## config.mk

```make
export PLATFORM = sky130hd
export DESIGN_NAME = image_reader
export DESIGN_NICKNAME = d
export VERILOG_FILES = /design/src/rtl/augment_pkg.sv /design/src/rtl/pixel_skid_buffer.sv /design/src/rtl/image_reader.sv
export SDC_FILE = /design/constraint.sdc
export NUM_CORES = 1
export LEC_CHECK = 0
export ABC_AREA = 1
export BUFFER_PORTS_ARGS = -buffer_cell sky130_fd_sc_hd__buf_2
export CAP_MARGIN = 20
export CORE_MARGIN = 2
export CORE_UTILIZATION = 55
export DETAILED_ROUTE_END_ITERATION = 7
export PLACE_DENSITY = 0.77
export SLEW_MARGIN = 0
export SYNTH_ARGS = -nofsm -noshare
export SYNTH_HDL_FRONTEND = slang
export SYNTH_SLANG_ARGS = --single-unit
export TNS_END_PERCENT = 5
```

## constraint.sdc

```tcl
create_clock -name clk -period 3.6 [get_ports clk]
set_clock_uncertainty 0.05 [all_clocks]
set_input_delay 0.36 -clock clk [delete_from_list [all_inputs] [get_ports clk]]
set_output_delay 0.36 -clock clk [all_outputs]
set_load 0.03 [all_outputs]
```

## src/rtl/augment_pkg.sv

```systemverilog
// Shared definitions for the image augmentation front end: default pixel
// geometry and the encoding of the image reader state machine.
package augment_pkg;

    localparam int PIXEL_WIDTH = 8;
    localparam int NUM_PIXELS  = 784;

    typedef enum logic [1:0] {
        ST_IDLE  = 2'd0,
        ST_FETCH = 2'd1,
        ST_DRAIN = 2'd2
    } reader_state_e;

endpackage

```

## src/rtl/pixel_skid_buffer.sv

```systemverilog
// Two-entry FIFO that absorbs BRAM read data so a downstream stall never
// loses a pixel that was already requested. Push and pop may occur in the
// same cycle; a push into a full buffer or a pop from an empty one is ignored.
module pixel_skid_buffer #(
    parameter int WIDTH = 8
) (
    input  logic             clk,
    input  logic             reset,
    input  logic             push,
    input  logic [WIDTH-1:0] push_data,
    input  logic             pop,
    output logic [WIDTH-1:0] head,
    output logic [1:0]       count
);

    logic [WIDTH-1:0] mem0_q, mem0_d;
    logic [WIDTH-1:0] mem1_q, mem1_d;
    logic             rd_ptr_q, rd_ptr_d;
    logic             wr_ptr_q, wr_ptr_d;
    logic [1:0]       count_q, count_d;
    logic             do_push;
    logic             do_pop;

    // Next-state of storage, pointers and occupancy.
    always_comb begin
        mem0_d   = mem0_q;
        mem1_d   = mem1_q;
        rd_ptr_d = rd_ptr_q;
        wr_ptr_d = wr_ptr_q;
        do_push  = push && (count_q != 2'd2);
        do_pop   = pop && (count_q != 2'd0);

        if (do_push) begin
            if (wr_ptr_q) begin
                mem1_d = push_data;
            end else begin
                mem0_d = push_data;
            end
            wr_ptr_d = ~wr_ptr_q;
        end

        if (do_pop) begin
            rd_ptr_d = ~rd_ptr_q;
        end

        count_d = count_q + {1'b0, do_push} - {1'b0, do_pop};
    end

    // Storage registers; clearing the data makes the head read 0 after reset.
    always_ff @(posedge clk) begin
        if (reset) begin
            mem0_q   <= '0;
            mem1_q   <= '0;
            rd_ptr_q <= 1'b0;
            wr_ptr_q <= 1'b0;
            count_q  <= 2'd0;
        end else begin
            mem0_q   <= mem0_d;
            mem1_q   <= mem1_d;
            rd_ptr_q <= rd_ptr_d;
            wr_ptr_q <= wr_ptr_d;
            count_q  <= count_d;
        end
    end

    assign head  = rd_ptr_q ? mem1_q : mem0_q;
    assign count = count_q;

endmodule

```

## src/rtl/image_reader.sv

```systemverilog
// Streams a batch of images out of a source BRAM, one pixel per cycle, into
// the augmentation pipeline. Reads are credit-limited against a 2-entry skid
// buffer so that a downstream stall (interrupt) never drops or repeats pixels.
//
// state  | meaning
// -------+----------------------------------------------------------------
// IDLE   | waiting for start; num_images==0 only produces a done pulse
// FETCH  | issuing BRAM reads whenever the skid buffer has credit
// DRAIN  | last read issued; waiting for buffer and outstanding read to empty
module image_reader #(
    parameter int          ADDR_WIDTH  = 16,
    parameter int          PIXEL_WIDTH = augment_pkg::PIXEL_WIDTH,
    parameter int          NUM_PIXELS  = augment_pkg::NUM_PIXELS,
    parameter int          CNT_WIDTH   = 8,
    parameter int unsigned BRAM_BASE   = 0
) (
    input  logic                   clk,
    input  logic                   reset,
    input  logic                   start,
    input  logic [CNT_WIDTH-1:0]   num_images,
    output logic [ADDR_WIDTH-1:0]  bram_addr,
    output logic                   bram_en,
    input  logic [PIXEL_WIDTH-1:0] bram_data,
    output logic [PIXEL_WIDTH-1:0] pixel_out,
    output logic                   pixel_out_valid,
    input  logic                   interrupt,
    output logic                   busy,
    output logic                   done
);

    import augment_pkg::*;

    localparam int                    PIX_IDX_W = (NUM_PIXELS > 1) ? $clog2(NUM_PIXELS) : 1;
    localparam logic [PIX_IDX_W-1:0]  LAST_PIX  = PIX_IDX_W'(NUM_PIXELS - 1);
    localparam logic [ADDR_WIDTH-1:0] BASE_ADDR = ADDR_WIDTH'(BRAM_BASE);

    reader_state_e          state_q, state_d;
    logic [ADDR_WIDTH-1:0]  addr_q, addr_d;
    logic [PIX_IDX_W-1:0]   pix_idx_q, pix_idx_d;
    logic [CNT_WIDTH-1:0]   img_cnt_q, img_cnt_d;
    logic [CNT_WIDTH-1:0]   num_img_q, num_img_d;
    logic                   rd_pend_q, rd_pend_d;
    logic                   zero_done_q, zero_done_d;

    logic                   drain_done;
    logic                   last_read;
    logic                   credit_ok;
    logic                   fifo_pop;
    logic [1:0]             fifo_count;
    logic [2:0]             occ_after_pop;

    // A pixel leaves whenever the buffer holds one and downstream is not stalled.
    always_comb begin
        pixel_out_valid = (fifo_count != 2'd0) && !interrupt;
        fifo_pop        = pixel_out_valid;
    end

    // Read credit: buffered plus in-flight pixels, less the one leaving now,
    // must stay below the buffer depth so the returning data always fits.
    always_comb begin
        occ_after_pop = {1'b0, fifo_count} + {2'b00, rd_pend_q} - {2'b00, fifo_pop};
        credit_ok     = (occ_after_pop < 3'd2);
        bram_en       = (state_q == ST_FETCH) && credit_ok;
        last_read     = (pix_idx_q == LAST_PIX) && (img_cnt_q == (num_img_q - CNT_WIDTH'(1)));
    end

    // Batch sequencing, address generation and pixel/image counting.
    always_comb begin
        state_d     = state_q;
        addr_d      = addr_q;
        pix_idx_d   = pix_idx_q;
        img_cnt_d   = img_cnt_q;
        num_img_d   = num_img_q;
        zero_done_d = 1'b0;
        drain_done  = 1'b0;
        rd_pend_d   = bram_en;

        case (state_q)
            ST_IDLE: begin
                if (start) begin
                    if (num_images != '0) begin
                        state_d   = ST_FETCH;
                        num_img_d = num_images;
                        addr_d    = BASE_ADDR;
                        pix_idx_d = '0;
                        img_cnt_d = '0;
                    end else begin
                        zero_done_d = 1'b1;
                    end
                end
            end

            ST_FETCH: begin
                if (bram_en) begin
                    addr_d = addr_q + ADDR_WIDTH'(1);
                    if (pix_idx_q == LAST_PIX) begin
                        pix_idx_d = '0;
                        img_cnt_d = img_cnt_q + CNT_WIDTH'(1);
                    end else begin
                        pix_idx_d = pix_idx_q + PIX_IDX_W'(1);
                    end
                    if (last_read) begin
                        state_d = ST_DRAIN;
                    end
                end
            end

            ST_DRAIN: begin
                if ((fifo_count == 2'd0) && !rd_pend_q) begin
                    state_d    = ST_IDLE;
                    drain_done = 1'b1;
                end
            end

            default: begin
                state_d = ST_IDLE;
            end
        endcase
    end

    // Control registers; clearing rd_pend on reset discards any read in flight.
    always_ff @(posedge clk) begin
        if (reset) begin
            state_q     <= ST_IDLE;
            addr_q      <= BASE_ADDR;
            pix_idx_q   <= '0;
            img_cnt_q   <= '0;
            num_img_q   <= '0;
            rd_pend_q   <= 1'b0;
            zero_done_q <= 1'b0;
        end else begin
            state_q     <= state_d;
            addr_q      <= addr_d;
            pix_idx_q   <= pix_idx_d;
            img_cnt_q   <= img_cnt_d;
            num_img_q   <= num_img_d;
            rd_pend_q   <= rd_pend_d;
            zero_done_q <= zero_done_d;
        end
    end

    pixel_skid_buffer #(
        .WIDTH (PIXEL_WIDTH)
    ) u_skid (
        .clk       (clk),
        .reset     (reset),
        .push      (rd_pend_q),
        .push_data (bram_data),
        .pop       (fifo_pop),
        .head      (pixel_out),
        .count     (fifo_count)
    );

    // Status outputs.
    always_comb begin
        bram_addr = addr_q;
        busy      = (state_q != ST_IDLE);
        done      = drain_done || zero_done_q;
    end

endmodule

```

# ---- Word level (Yosys, flattened, before mapping)
# Index checks and enable logic that the tools add are counted.
dict set report totals {
  word_cells 82
  output_inout_bits 28
  ff_bits 66
}
dict set report op_classes {
  magnitude_cmp 1
  reduce_logical 22
  eq_ne 11
  n_bitwise 4
  n_addsub 8
  n_mux 24
}
# operator n
set op_table {}
lappend op_table {{16-bit 2-to-1 mux} 3}
lappend op_table {{10-bit 2-to-1 mux} 4}
lappend op_table {{8-bit 2-to-1 mux} 5}
lappend op_table {{16-bit one-hot mux with 2 select lines} 1}
lappend op_table {{10-bit one-hot mux with 2 select lines} 1}
lappend op_table {{16-bit by 1-bit adder with 16-bit output, second input constant} 1}
lappend op_table {{8-bit one-hot mux with 2 select lines} 1}
lappend op_table {{2-bit != test, second input constant} 6}
lappend op_table {{10-bit by 1-bit adder with 10-bit output, second input constant} 1}
lappend op_table {{10-bit equality test, second input constant} 1}
lappend op_table {{2-bit 2-to-1 mux} 5}
lappend op_table {{5-bit AND reduction} 2}
lappend op_table {{8-bit by 1-bit adder with 8-bit output, second input constant} 1}
lappend op_table {{8-bit equality test} 1}
lappend op_table {{8-bit nonzero test} 1}
lappend op_table {{8-bit by 1-bit subtractor with 8-bit output, second input constant} 1}
lappend op_table {{1-bit logical AND} 6}
lappend op_table {{2-bit one-hot mux with 3 select lines} 1}
lappend op_table {{2-bit nonzero test} 3}
lappend op_table {{2-bit logical NOT} 2}
lappend op_table {{1-bit NOT} 4}
lappend op_table {{2-bit AND reduction} 2}
lappend op_table {{4-bit AND reduction} 1}
lappend op_table {{2-bit by 1-bit adder with 3-bit output} 1}
lappend op_table {{12 further kinds} 15}

# ---- Logic depth before layout (Yosys ltp)
dict set report depth {
  ltp_word 7
  mapped_depth 16
  mapped_depth_nobuf 16
}

# ---- Modules after synthesis
# From an unflattened synthesis, not the netlist that was laid out.
dict set report hier_totals {
  cells_unflattened 592
  hier_area_um2 3890.0
}
# module cells_each seq_area_each_um2 instances area_per_inst_um2
set modules_own_cells {}
lappend modules_own_cells {image_reader 418 920.9 1 2766.4}
lappend modules_own_cells {pixel_skid_buffer 174 400.4 1 1123.6}

# ---- Least setup slack after synthesis
# No wires, ideal clock.
dict set report synth_timing {
  kind {reg2reg}
  from {register u_skid.count_q[1], in the netlist u_skid.count[1]}
  to {register addr_q[1], in the netlist bram_addr[1]}
  period_less_slack_ns 3.120
  stages_incl_launch_ff 15
  path_buffers 1
  required_ns 3.422
  setup_ns 0.128
  arrival_time_ns 2.943
  path_slack_ns 0.480
  path_cell_list {dfxtp_1 -> inv_1 -> a21oi_1 -> ha_1 -> nor2_1 -> fa_1 -> a21oi_1 -> o21ai_0 -> nand2_2 -> nand2_1 -> nor2_1 -> nand2_2 -> buf_2 -> a22oi_1 -> nor2_1}
}
dict set report synth_via {
  elab_chain_cells 7
  word_cells_on_any_way 8
  cone_classes {add/sub: 2; order compare: 1; eq/ne: 1; reduce/logical: 4}
}
# element line_no
set synth_rtl {}
lappend synth_rtl {{start: declaration} pixel_skid_buffer.sv:20} ;# logic [1:0] count_q, count_d;
lappend synth_rtl {{start signal: assignment} pixel_skid_buffer.sv:62} ;# count_q <= count_d;
lappend synth_rtl {{2-bit nonzero test} image_reader.sv:54} ;# pixel_out_valid = (fifo_count != 2'd0) && !interrupt;
lappend synth_rtl {{1-bit logical AND} image_reader.sv:54}
lappend synth_rtl {{named net pixel_out_valid} image_reader.sv:25} ;# output logic pixel_out_valid,
lappend synth_rtl {{3-bit by 1-bit subtractor with 3-bit output} image_reader.sv:61} ;# occ_after_pop = {1'b0, fifo_count} + {2'b00, rd_pend_q} - {2'b00, fifo_pop};
lappend synth_rtl {{3-bit by 2-bit < comparator with 1-bit output} image_reader.sv:62} ;# credit_ok = (occ_after_pop < 3'd2);
lappend synth_rtl {{1-bit logical AND} image_reader.sv:63} ;# bram_en = (state_q == ST_FETCH) && credit_ok;
lappend synth_rtl {{2-bit != test (no source line)} -}
lappend synth_rtl {{4-bit AND reduction (no source line)} -}
lappend synth_rtl {{end signal: assignment} image_reader.sv:133} ;# addr_q <= addr_d;
lappend synth_rtl {{end: declaration} image_reader.sv:38} ;# logic [ADDR_WIDTH-1:0] addr_q, addr_d;
# The timed path passes the listed nets, and every way through them passes these cells.
# A chain may end at the register's enable or synchronous reset.

# ---- Worst setup path in the final report
dict set report layout_timing {
  from {register u_skid.count_q[1], in the netlist u_skid.count[1]}
  to {register pix_idx_q[6]}
}
dict set report layout_via {
  elab_chain_cells 7
  word_cells_on_any_way 8
  cone_classes {add/sub: 2; order compare: 1; eq/ne: 1; reduce/logical: 4}
}
# element line_no
set layout_rtl {}
lappend layout_rtl {{branches (longest 2 deep; another with 2-bit by 1-bit adder with 3-bit output)} -}
lappend layout_rtl {{3-bit by 1-bit subtractor with 3-bit output (*)} image_reader.sv:61}
lappend layout_rtl {{3-bit by 2-bit < comparator with 1-bit output (*)} image_reader.sv:62}
lappend layout_rtl {{1-bit logical AND (*)} image_reader.sv:63}
lappend layout_rtl {{2-bit != test (no source line) (*)} -}
lappend layout_rtl {{4-bit AND reduction (no source line) (*)} -}
lappend layout_rtl {{end signal: assignment} image_reader.sv:134} ;# pix_idx_q <= pix_idx_d;
lappend layout_rtl {{end: declaration} image_reader.sv:39} ;# logic [PIX_IDX_W-1:0] pix_idx_q, pix_idx_d;
# Every way passes the cells marked *.

==> results.json <==
{
  "status": "finished clean",
  "power_switching_mw": 0.898,
  "peakVddDrop_mv": 0.388,
  "p_comb_share_pct": 33.6,
  "synth_enable_flop_cells": 0,
  "hold_buffers": 0,
  "portBuffers": 47,
  "start_util_pct": 56.0,
  "area_delta_synth_final_pct": 12.8,
  "rsz0062_at_grt": "false",
  "final.min_clock_period_ns": 3.20,
  "hp-class": "in -> reg",
  "postRouteWirelength_microns": 8290,
  "synthCells": 533,
  "grt_pass1_wl_microns": 14200,
  "worstSetupEndpointType": "flip-flop",
  "gp_congestion": 0.882,
  "power_frac_clock_pct": 26.3,
  "clkSinkCount": 66,
  "rr_worst_depth": 15,
  "yosys-top-cells-area": "dfxtp_1, nand2_1, a21oi_1, nor2_1, inv_1",
  "cts_resized": 0,
  "startpoint_type": "flip-flop",
  "async_reset_ff_share_pct": 0,
  "synth.distinct_cells": 35,
  "grt_pass1_vias": 3308,
  "netlist_area_sq_um": 3510,
  "viasPerCell": 5.38,
  "crit_type": "reg -> reg",
  "layout.nets": 604,
  "path_clk_slew_ns": 0.08,
  "ios": 48,
  "power_density_nw_per_um2": 551,
  "most-common-layout-cells": "nand2_1, dfxtp_1, nor2_1",
  "p_seq_share_pct": 40.0,
  "overflow": 0,
  "power_mw": 2.18,
  "synthFlopType": "dfxtp_1",
  "track_usage_pct": 24.5,
  "synth-seq-cells": 66,
  "final_antenna_net_count": 0,
  "hold_viol": 0,
  "intPower_mw": 1.28,
  "cts_setup_buffers": 0,
  "holdPathEnd": "num_img_q[5]$_SDFFE_PP0P_",
  "avgRoutedWirePerCell_microns": 12.6,
  "cts_inserted_buffers": 9,
  "num_rows": 29,
  "setup_tns_ns": 0,
  "relSlewSlack_pct": 57.3,
  "holdPathStages": 3,
  "cts_tree": "done",
  "insertion_delay_ns": 0.35,
  "synth_top_cell_area_share_pct": 37.6,
  "fin_crit_sh_pct": 89.0,
  "yosysTopAreaCell": "dfxtp_1",
  "min-delay-start": "num_images[5]",
  "swShare_pct": 41.1,
  "cp.required_ns": 3.80,
  "worstPathArrival_ns": 3.40,
  "postSynthAreaPerCell_sq_um": 6.59,
  "drive_gt1_share_pct": 13.3,
  "dr.pass1.iters": 4,
  "antenna_cells": 0,
  "syn_nets": 561,
  "layout_commonest_cell": "nand2_1",
  "worstMarginPinSlew_ns": 0.640,
  "dp_hpwl_microns": 5960,
  "synth-warning-count": 0,
  "maxSlewViolCount": 0,
  "dr.first_iter.drc_count": 181,
  "rr_endpoint": "pix_idx_q[6]$_SDFFE_PP0P_",
  "num_vias": 3537,
  "drcViolationCount": 0,
  "htree_levels": 3,
  "rrSetupSlack_ns": 0.40,
  "power_leakage_nw": 1.63,
  "path_max_fanout": 12,
  "cts_buffer_depth": 2,
  "fmax_ghz": 0.312,
  "reg2reg_from": "u_skid.count[1]$_SDFF_PP0_",
  "core-area_sq_um": 6280,
  "die_w_microns": 83.9,
  "fin_util_pct": 63.1,
  "cap_violations": 0,
  "antenna_found_initial": 0,
  "die_h_microns": 83.9,
  "yosysSeqAreaShare_pct": 37.6,
  "die_area_sq_um": 7050,
  "grt_max_degree": 32,
  "setup_viol": 0,
  "clock-root-buffer": "clkbuf_8"
}
## critical path, stage by stage, from the launching register on
cell and delay, ns:
dfxtp_1 0.36, inv_1 0.11, a21oi_1 0.27, ha_1 0.29, nor2_1 0.15, fa_1 0.43, a21oi_1 0.12, o21ai_0 0.17
nand2_2 0.13, nand3_2 0.10, nor2_4 0.28, nand2_2 0.23, nand2_1 0.22, inv_1 0.09, nand2_1 0.07, nor2_1 0.04
## how the worst max path moves through the flow
| stage | from | endpoint | slack [ns] | cells after the start |
|---|---|---|---|---|
| 2_1_floorplan | u_skid.count[1]$_SDFF_PP0_ | bram_addr[1]$_SDFFE_PP0P_ | 0.48 | 14 |
| 3_3_place_gp | u_skid.count[1]$_SDFF_PP0_ | pix_idx_q[6]$_SDFFE_PP0P_ | 0.62 | 15 |
| 3_5_place_dp | u_skid.count[1]$_SDFF_PP0_ | pix_idx_q[6]$_SDFFE_PP0P_ | 0.43 | 15 |
| 4_1_cts | u_skid.count[1]$_SDFF_PP0_ | pix_idx_q[6]$_SDFFE_PP0P_ | 0.41 | 15 |
| 5_1_grt | u_skid.count[1]$_SDFF_PP0_ | pix_idx_q[8]$_SDFFE_PP0P_ | 0.10 | 15 |
| 6_report | u_skid.count[1]$_SDFF_PP0_ | pix_idx_q[6]$_SDFFE_PP0P_ | 0.40 | 15 |
## registers in the layout, summed over array words and instances (netlist names)
register and flops:
u_skid.wr_ptr_q 1, rd_pend_q 1, u_skid.mem0_q 8, u_skid.count 2, img_cnt_q 8, u_skid.rd_ptr_q 1, state_q 2, pix_idx_q 10
u_skid.mem1_q 8, bram_addr 16, zero_done_q 1, num_img_q 8
## kinds of logic (layout without fill, tap and decap cells)
group / Yosys count / in the layout / synth area share [%]
and+or+nand+nor: 263 / 263 / 32.0
adders and majority gates: 8 / 8 / 3.06
DFF: 66 / 66 / 37.6
AOI/OAI and AO/OA: 100 / 100 / 14.6
buffers and inverters: 81 / 129 / 9.04
xor gates and xnor gates: 15 / 15 / 3.74
## layer usage
metal | part of all wire [%] | vias to the layer above | wire, microns | GRT usage [%]
met5 | 0 | - | 0 | 0
met4 | 1.7 | 0 | 137 | 10.3
li1 | - | 1814 | - | -
met3 | 3.0 | 15 | 248 | 4.06
met2 | 50 | 66 | 4140 | 42.8
met1 | 45 | 1642 | 3770 | 29.7
## Yosys cell counts (4+ instances only)
cell type and count:
buf_2 4, xor2_1 9, inv_1 61, a21oi_1 59
nor3_1 21, dfxtp_1 66, nor2_1 63, ha_1 7
o21ai_0 35, clkbuf_1 10, xnor2_1 6, nand4_1 12
nand3_1 26, nand2_1 126
## power by group through the flow
stage                     registers [mW]  clock network [mW]  logic, mW
final                              0.874               0.575      0.734
after global routing               0.886               0.605      0.821
after CTS                          0.873               0.576      0.733
after detailed placement           0.890                   0      0.728
after global placement             0.887                   0      0.707
after floorplan                    0.869                   0      0.576
## per-stage QoR
stage | setup WS (ns) | std cells | area, sq um | hold WS, ns
global placement | 0.623 | 642 | 3780 | 0.384
finish | 0.397 | 658 | 3960 | 0.208
floorplan | 0.480 | 533 | 3510 | 0.374
global route | 0.105 | 658 | 3960 | 0.240
CTS | 0.407 | 658 | 3960 | 0.200
detailed placement | 0.431 | 642 | 3780 | 0.395
## layout make-up
| type | instances | area [sq um] |
|---|---|---|
| repair buffers | 49 | 250 |
| flip-flops and latches | 66 | 1320 |
| fillers | 603 | 2310 |
| multi-input cells | 386 | 1880 |
| clock inverters | 6 | 41.3 |
| inverters | 64 | 241 |
| well taps | 77 | 96.3 |
| clock buffers | 10 | 138 |
(Power assumes the default switching activity.)
